## src/rtl/pipelined_segment_adder_if.sv

```systemverilog
// rtl/pipelined_segment_adder_if.sv - operand/result stream bundle for pipelined_segment_adder
// Purpose: groups the operand stream (in_*) and result stream (out_*) handshakes.
// Ports (signals):
//   in_valid/in_ready      operand beat handshake
//   in_a/in_b              operands, WIDTH bits
//   in_cin/in_sub          carry-in (add only), 1 = subtract
//   out_valid/out_ready    result beat handshake
//   out_sum/out_cout/out_ovf  result, carry-out, signed overflow
// Modports: master = producer/consumer side, slave = adder side.
interface pipelined_segment_adder_if #(
  parameter int WIDTH = 32
);
  logic             in_valid;
  logic             in_ready;
  logic [WIDTH-1:0] in_a;
  logic [WIDTH-1:0] in_b;
  logic             in_cin;
  logic             in_sub;
  logic             out_valid;
  logic             out_ready;
  logic [WIDTH-1:0] out_sum;
  logic             out_cout;
  logic             out_ovf;

  modport master (
    output in_valid, in_a, in_b, in_cin, in_sub, out_ready,
    input  in_ready, out_valid, out_sum, out_cout, out_ovf
  );

  modport slave (
    input  in_valid, in_a, in_b, in_cin, in_sub, out_ready,
    output in_ready, out_valid, out_sum, out_cout, out_ovf
  );
endinterface

```

## src/rtl/pipelined_segment_adder.sv

```systemverilog
// rtl/pipelined_segment_adder.sv - pipelined segmented add/subtract with valid/ready stream
// Purpose: WIDTH-bit A+B+cin or A-B split into STAGES = WIDTH/SEG segments,
//   one segment added per pipeline stage, carry registered between stages.
//   Globally stalled pipeline: every stage shifts when the output slot is
//   empty or being consumed, otherwise everything holds.
// Ports:
//   clk  rising-edge clock
//   rst  synchronous active-high reset
//   ifc  pipelined_segment_adder_if.slave (operand and result streams)
// Optional feature: macro PIPE_ADDER_OVF_EN enables the signed overflow flag;
//   when undefined out_ovf is tied to 0.
module pipelined_segment_adder #(
  parameter int WIDTH = 32,
  parameter int SEG   = 8
) (
  input logic                      clk,
  input logic                      rst,
  pipelined_segment_adder_if.slave ifc
);
  localparam int STAGES = WIDTH / SEG;

  logic             adv;
  logic [WIDTH-1:0] b_eff;
  logic             c0;

  // Output slot empty or being drained: whole pipeline may move.
  assign adv          = !ifc.out_valid || ifc.out_ready;
  assign ifc.in_ready = adv;

  // Subtract as A + ~B + 1; the external carry-in only matters when adding.
  assign b_eff = ifc.in_sub ? ~ifc.in_b : ifc.in_b;
  assign c0    = ifc.in_sub | ifc.in_cin;

  for (genvar k = 0; k < STAGES; k++) begin : g_stg
    localparam int LOW = (k + 1) * SEG;

    logic [SEG-1:0] a_seg;
    logic [SEG-1:0] b_seg;
    logic           c_in;
    logic           vld_in;
    logic [SEG:0]   seg_sum;
    logic [LOW-1:0] sum_d;
    logic           vld_q;
    logic           c_q;
    logic [LOW-1:0] sum_q;

    if (k == 0) begin : g_head
      assign a_seg  = ifc.in_a[SEG-1:0];
      assign b_seg  = b_eff[SEG-1:0];
      assign c_in   = c0;
      assign vld_in = ifc.in_valid;
      assign sum_d  = seg_sum[SEG-1:0];
    end else begin : g_body
      assign a_seg  = g_stg[k-1].g_rem.a_rem_q[SEG-1:0];
      assign b_seg  = g_stg[k-1].g_rem.b_rem_q[SEG-1:0];
      assign c_in   = g_stg[k-1].c_q;
      assign vld_in = g_stg[k-1].vld_q;
      assign sum_d  = {seg_sum[SEG-1:0], g_stg[k-1].sum_q};
    end

    // Full SEG+1 bit add so the segment carry is extracted before truncation.
    assign seg_sum = {1'b0, a_seg} + {1'b0, b_seg} + {{SEG{1'b0}}, c_in};

    always_ff @(posedge clk) begin
      if (rst) begin
        vld_q <= 1'b0;
        c_q   <= 1'b0;
        sum_q <= '0;
      end else if (adv) begin
        vld_q <= vld_in;
        c_q   <= seg_sum[SEG];
        sum_q <= sum_d;
      end
    end

    // Unconsumed upper operand segments travel with the beat, shifted down
    // so the next stage always reads its segment from bit 0. The operand
    // sign bits ride along in the top segment.
    if (k < STAGES - 1) begin : g_rem
      localparam int REM = WIDTH - LOW;

      logic [REM-1:0] a_rem_d;
      logic [REM-1:0] b_rem_d;
      logic [REM-1:0] a_rem_q;
      logic [REM-1:0] b_rem_q;

      if (k == 0) begin : g_src
        assign a_rem_d = ifc.in_a[WIDTH-1:SEG];
        assign b_rem_d = b_eff[WIDTH-1:SEG];
      end else begin : g_src
        assign a_rem_d = g_stg[k-1].g_rem.a_rem_q[REM+SEG-1:SEG];
        assign b_rem_d = g_stg[k-1].g_rem.b_rem_q[REM+SEG-1:SEG];
      end

      always_ff @(posedge clk) begin
        if (rst) begin
          a_rem_q <= '0;
          b_rem_q <= '0;
        end else if (adv) begin
          a_rem_q <= a_rem_d;
          b_rem_q <= b_rem_d;
        end
      end
    end

    if (k == STAGES - 1) begin : g_tail
      assign ifc.out_valid = vld_q;
      assign ifc.out_sum   = sum_q;
      assign ifc.out_cout  = c_q;
`ifdef PIPE_ADDER_OVF_EN
      logic ovf_q;

      // Same-sign operands producing a result of the other sign.
      always_ff @(posedge clk) begin
        if (rst) begin
          ovf_q <= 1'b0;
        end else if (adv) begin
          ovf_q <= (a_seg[SEG-1] == b_seg[SEG-1]) && (seg_sum[SEG-1] != a_seg[SEG-1]);
        end
      end
      assign ifc.out_ovf = ovf_q;
`else
      assign ifc.out_ovf = 1'b0;
`endif
    end
  end
endmodule

```

## src/flat_wrapper.sv

```systemverilog
// flat-port wrapper written by rule: the top's interface ports become plain ports
module pipelined_segment_adder_flat 
#(
  parameter int WIDTH = 32,
  parameter int SEG   = 8
)
  (clk, rst, ifc_in_valid, ifc_in_a, ifc_in_b, ifc_in_cin, ifc_in_sub, ifc_out_ready, ifc_in_ready, ifc_out_valid, ifc_out_sum, ifc_out_cout, ifc_out_ovf);
  pipelined_segment_adder_if #(.WIDTH(WIDTH)) ifc_i ();
  input logic clk;
  input logic rst;
  input wire logic [$bits(ifc_i.in_valid)-1:0] ifc_in_valid;
  input wire logic [$bits(ifc_i.in_a)-1:0] ifc_in_a;
  input wire logic [$bits(ifc_i.in_b)-1:0] ifc_in_b;
  input wire logic [$bits(ifc_i.in_cin)-1:0] ifc_in_cin;
  input wire logic [$bits(ifc_i.in_sub)-1:0] ifc_in_sub;
  input wire logic [$bits(ifc_i.out_ready)-1:0] ifc_out_ready;
  output wire logic [$bits(ifc_i.in_ready)-1:0] ifc_in_ready;
  output wire logic [$bits(ifc_i.out_valid)-1:0] ifc_out_valid;
  output wire logic [$bits(ifc_i.out_sum)-1:0] ifc_out_sum;
  output wire logic [$bits(ifc_i.out_cout)-1:0] ifc_out_cout;
  output wire logic [$bits(ifc_i.out_ovf)-1:0] ifc_out_ovf;
  assign ifc_i.in_valid = ifc_in_valid;
  assign ifc_i.in_a = ifc_in_a;
  assign ifc_i.in_b = ifc_in_b;
  assign ifc_i.in_cin = ifc_in_cin;
  assign ifc_i.in_sub = ifc_in_sub;
  assign ifc_i.out_ready = ifc_out_ready;
  assign ifc_in_ready = ifc_i.in_ready;
  assign ifc_out_valid = ifc_i.out_valid;
  assign ifc_out_sum = ifc_i.out_sum;
  assign ifc_out_cout = ifc_i.out_cout;
  assign ifc_out_ovf = ifc_i.out_ovf;
  pipelined_segment_adder #(.WIDTH(WIDTH), .SEG(SEG)) u_core (.clk(clk), .rst(rst), .ifc(ifc_i));
endmodule
```

## config.mk

```make
export PLATFORM = sky130hd
export DESIGN_NAME = pipelined_segment_adder_flat
export DESIGN_NICKNAME = d
export VERILOG_FILES = /design/src/rtl/pipelined_segment_adder_if.sv /design/src/rtl/pipelined_segment_adder.sv /design/src/flat_wrapper.sv
export SDC_FILE = /design/constraint.sdc
export NUM_CORES = 1
export LEC_CHECK = 0
export ABC_AREA = 1
export CAP_MARGIN = 20
export CORE_MARGIN = 4
export CORE_UTILIZATION = 52
export CTS_BUF_LIST = sky130_fd_sc_hd__clkbuf_8
export DETAILED_ROUTE_END_ITERATION = 8
export GPL_TIMING_DRIVEN = 0
export PLACE_DENSITY = 0.79
export SYNTH_ARGS = -nofsm -noshare
export SYNTH_HDL_FRONTEND = slang
export SYNTH_SLANG_ARGS = --single-unit
export TNS_END_PERCENT = 5
```

## constraint.sdc

```tcl
create_clock -name clk -period 2.3 [get_ports clk]
set_input_delay 0.46 -clock clk [delete_from_list [all_inputs] [get_ports clk]]
set_output_delay 0.46 -clock clk [all_outputs]
set_load 0.01 [all_outputs]
```

---- Word level (Yosys, flattened, before mapping) ----
Index checks and enable logic that the tools add are counted.
operators by class
  add/sub/neg operators ................... 8
  muxes and demuxes ....................... 1
  bitwise gates (word level) .............. 2
  reductions and logical operators ........ 2
operators by type and width
  cell                number
  $add A8 B8 Y9       4
  $add A9 B1 Y9       4
  $mux W32            1
  $not A32 Y32        1
  $logic_not A1 Y1    1
  $logic_or A1 B1 Y1  1
  $or A1 B1 Y1        1
word-level totals
  register bits ........................... 184
  input bits .............................. 70
  output and inout bits ................... 36
  word-level logic and storage cells ...... 31

---- Longest topological paths before layout ----
  word-level depth ........................ 4
  mapped depth ............................ 15
  depth with buffers taken out ............ 13

---- Least setup slack after synthesis ----
No wires, ideal clock.
  kind .................................... input to register
  start ................................... in ifc_in_sub
  end ..................................... reg u_core.g_stg[0].sum_q[4]
  library setup time ...................... 0.057 ns
  arrival time ............................ 2.298 ns
  required time ........................... 2.243 ns
  path slack .............................. -0.055 ns
  cell stages on the path ................. 14
  buffers on the path ..................... 2
  cells stage by stage .................... buf_4 buf_2 xor2_1 fa_1 inv_1 fa_1 inv_1 nand2_1 nand2_1 nand2_1 or2_2 nand3_1 nand3_1 inv_1
on the way
  longest elaborated chain between the ends .. 3
  elaborated cells between the ends (all ways) .. 4
  classes of those cells .................. add/sub: 2; mux: 1; bitwise: 1
RTL lines
  what                  RTL line                       RTL
  from (decl)           flat_wrapper.sv:15             input wire logic [$bits(ifc_i.in_sub)-1:0] ifc_in_sub;
  $mux W32              pipelined_segment_adder.sv:31  assign b_eff = ifc.in_sub ? ~ifc.in_b : ifc.in_b;
  $add A8 B8 Y9         pipelined_segment_adder.sv:62  assign seg_sum = {1'b0, a_seg} + {1'b0, b_seg} + {{SEG{1'b0}}, c_in};
  $add A9 B1 Y9 *       pipelined_segment_adder.sv:62
  to (signal assigned)  pipelined_segment_adder.sv:72  sum_q <= sum_d;
  to (decl)             pipelined_segment_adder.sv:45  logic [LOW-1:0] sum_q;
Every way passes the cells marked *; elsewhere a longest branch is shown, timed or not.
A chain may end at the register's enable or synchronous reset.

---- Worst setup path after layout ----
  start ................................... in ifc_out_ready
  end ..................................... out ifc_in_ready
on the way
  longest elaborated chain between the ends .. 1
RTL lines
  what                RTL line                       RTL
  from (decl)         flat_wrapper.sv:16             input wire logic [$bits(ifc_i.out_ready)-1:0] ifc_out_ready;
  $logic_or A1 B1 Y1  pipelined_segment_adder.sv:27  assign adv = !ifc.out_valid || ifc.out_ready;
  to (decl)           flat_wrapper.sv:17             output wire logic [$bits(ifc_i.in_ready)-1:0] ifc_in_ready;
No other way between the ends.

==> impl_metrics.env <==
export IMPL_cp_data_required_time_ps=1840
export IMPL_tritoncts="done"
export IMPL_areaGrowthSynthToFinish_pct=20.7
export IMPL_hold_start="ifc_in_sub"
export IMPL_grt_pass1_wl_um=32000
export IMPL_post_route_min_period_ps=2170
export IMPL_synth_compound_area_share_pct=15.2
export IMPL_rr_startpoint="u_core.g_stg[0].g_rem.b_rem_q[0]"
export IMPL_wl_per_cell_um=14.3
export IMPL_hold_ws_ps=366
export IMPL_synth_most_common_cell="nor2_1"
export IMPL_fin_area_um2=9780
export IMPL_overflow=0
export IMPL_place_inst=1380
export IMPL_routed_wl_um=20200
export IMPL_seqPwrFrac_pct=53.5
export IMPL_synth_cells=1066
export IMPL_muxShareOfSynthArea_pct=0
export IMPL_yosys_area_top_type_share_pct=45.5
export IMPL_gp_congestion=0.871
export IMPL_place_port_buffers=103
export IMPL_die_h_um=133
export IMPL_synthTopCellsByArea="dfxtp_1, nor2_1, o21ai_0"
export IMPL_arrival_ps=1710
export IMPL_place_area_um2=9410
export IMPL_path_delay_family="buffers and inverters"
export IMPL_path_class="input port to output pin"
export IMPL_viasPerCell=5.03
export IMPL_final_core_util_pct=64.1
export IMPL_net_switching_power_w=0.00178
export IMPL_p_int_w=0.00491
export IMPL_antenna_found_initial=0
export IMPL_powerDensity_nw_per_um2=683
export IMPL_syn_area_um2=8100
export IMPL_cts_htree_levels=4
export IMPL_rsz0062_at_grt="false"
export IMPL_drv_cap=0
export IMPL_cts_inserted_buffers=17
export IMPL_comb_power_share_pct=15.3
export IMPL_post_route_drc_count=0
export IMPL_clk_path_buf_depth=2
export IMPL_synth_common_cells="nor2_1, dfxtp_1, o21ai_0"
export IMPL_synth_top_family_by_area="simple AND/OR/NAND/NOR gates"
export IMPL_holdBufCountCts=0
export IMPL_num_vias=7096
export IMPL_synth_edff_count=0
export IMPL_grt_max_degree=20
export IMPL_die_area_um2=17600
export IMPL_grt_usage_pct=22.8
export IMPL_clk_latency_ps=470
export IMPL_finalHoldViolations=0
export IMPL_initial_core_util_pct=53.1
export IMPL_synthAdderAreaFrac_pct=6.30
export IMPL_cts_root_buf="clkbuf_8"
export IMPL_fin_crit_sh_pct=94.2
export IMPL_critPathMaxStageDelay_ps=500
export IMPL_first_global_vias=6557
export IMPL_ys_types=27
export IMPL_start_kind="input port"
export IMPL_hpwl_um=15200
export IMPL_stdcell_count=1411
export IMPL_worst_slew_pin_slew_ps=745
export IMPL_synth_ff_latch_count=184
export IMPL_final_setup_skew_ps=10.8
export IMPL_seq_area_frac_synth_pct=45.5
export IMPL_worstSetupStartpoint="ifc_out_ready"
export IMPL_die_x_um=133
export IMPL_critPathBufInv=4
export IMPL_synthSimpleGateAreaFrac_pct=21.2
export IMPL_slew_viol_final=0
export IMPL_core_area_um2=15300
export IMPL_slowest_stage="clkdlybuf4s50_1"
export IMPL_ant_nets=0
export IMPL_fmax_ghz=0.462
export IMPL_run_status="finished clean"
export IMPL_leakage_nw=4.71
export IMPL_ys_flop_type="dfxtp_1"
export IMPL_clock_sinks=184
export IMPL_synth_nets=1172
export IMPL_final_nets=1294
export IMPL_clk_pin_slew_ps=80
export IMPL_slew_headroom_pct=50.3
export IMPL_hp_class="input port to flop"
export IMPL_setup_violations=0
export IMPL_ir_worst_vdd_mv=0.445
export IMPL_async_reset_ff_share_pct=0
export IMPL_synth_xor_area_share_pct=3.89
export IMPL_swShare_pct=26.6
export IMPL_worstPathMaxFanout=19
export IMPL_fillCellCount=1387
export IMPL_worst_setup_path_end_kind="output pin"
export IMPL_synth_top_area_cell="dfxtp_1"
export IMPL_drive_above_1_share_pct=6.33
export IMPL_drt_pass1_iterations=7
export IMPL_yosysWarnings=0
export IMPL_ios=106
export IMPL_p_clk_share_pct=31.2
export IMPL_antenna_cells=0
export IMPL_core_rowCount=45
export IMPL_drt_iter0_markers=682
export IMPL_syn_area_per_cell_um2=7.60
export IMPL_path_cells="clkdlybuf4s50_1, nor2_4, inv_2, buf_6, dlygate4sd2_1"
[flip-flops by register name, indices dropped and copies added (netlist names)]
| signal | cells |
|---|---|
| u_core.ifc.out_sum | 32 |
| u_core.ifc.out_cout | 1 |
| u_core.g_stg.vld_q | 3 |
| u_core.g_stg.c_q | 3 |
| u_core.g_stg.sum_q | 48 |
| u_core.g_stg.g_rem.a_rem_q | 48 |
| u_core.g_stg.g_rem.b_rem_q | 48 |
| u_core.ifc.out_valid | 1 |
[cell usage in the layout, fill, tap and decap left out, drive strengths merged]
cell and instances:
a211oi 4, a21oi 52, and2 3, buf 36
bufinv 2, clkbuf 47, clkdlybuf4s50 102, clkinv 3
clkinvlp 3, conb 1, dfxtp 184, dlygate4sd2 1
fa 8, ha 28, inv 92, nand2 96
nand3 41, nand3b 12, nor2 253, o211ai 4
o21ai 178, or2 14, xnor2 25, xor2 11
[final timing paths]
path	end	slack, ps	cells past startpoint
setup reg to reg	u_core.g_stg[1].sum_q[14]	420	12
hold / removal	u_core.g_stg[0].g_rem.b_rem_q[22]	370	3
hold reg to reg	u_core.g_stg[1].g_rem.b_rem_q[13]	450	2
setup / recovery	ifc_in_ready	130	5
[worst min-delay path, cell delays in order]
cell and delay (ps):
buf_4 150, xnor2_1 120, a21oi_1 60
[through the flow]
stage                     worst slack (ps)  total power [W]  TNS [ps]
after global placement                -368          0.00462      -932
after CTS                              126          0.00669         0
after floorplan                       2.32          0.00424         0
final                                  133          0.00668         0
after detailed placement              -366          0.00465     -1070
after global routing                  23.5          0.00696         0
[repair_timing]
action                                  in CTS  in global routing
endpoints found under the setup margin       1                  0
buffers inserted                             1                  0
gates resized for setup                      1                  0
hold endpoints to repair                     0                  0
[layer usage]
metal	GRT usage, %	up-vias	wire, µm
met5	0	-	0
met4	6.52	0	370
met3	4.75	31	1530
met2	37.6	233	9250
met1	30.1	3181	9060
li1	-	3651	-
[power groups by stage]
stage	sequential, W	clock [W]	combinational, W
floorplan	0.00362	0	0.000623
global placement	0.00364	0	0.000984
detailed placement	0.00364	0	0.00101
CTS	0.00357	0.00210	0.00102
global route	0.00360	0.00221	0.00115
finish	0.00357	0.00209	0.00102
[layout make-up]
class	instances	area [µm²]	area share, %
clock inverters	12	113	1.15
multi-input cells	730	3790	38.7
inverters	88	330	3.38
clock buffers	19	262	2.67
well taps	211	264	2.70
flip-flops and latches	184	3680	37.6
plain buffers	63	308	3.15
repair buffers	104	1040	10.6
[cells by family (layout without fill, tap and decap cells)]
family / count (synthesis) / in the layout
xor gates and xnor gates: 36 / 36
AOI/OAI and AO/OA: 238 / 238
and+or+nand+nor: 419 / 419
buffers and inverters: 152 / 286
DFF: 184 / 184
other: 1 / 1
adders and majority gates: 36 / 36
(Power assumes the default switching activity.)
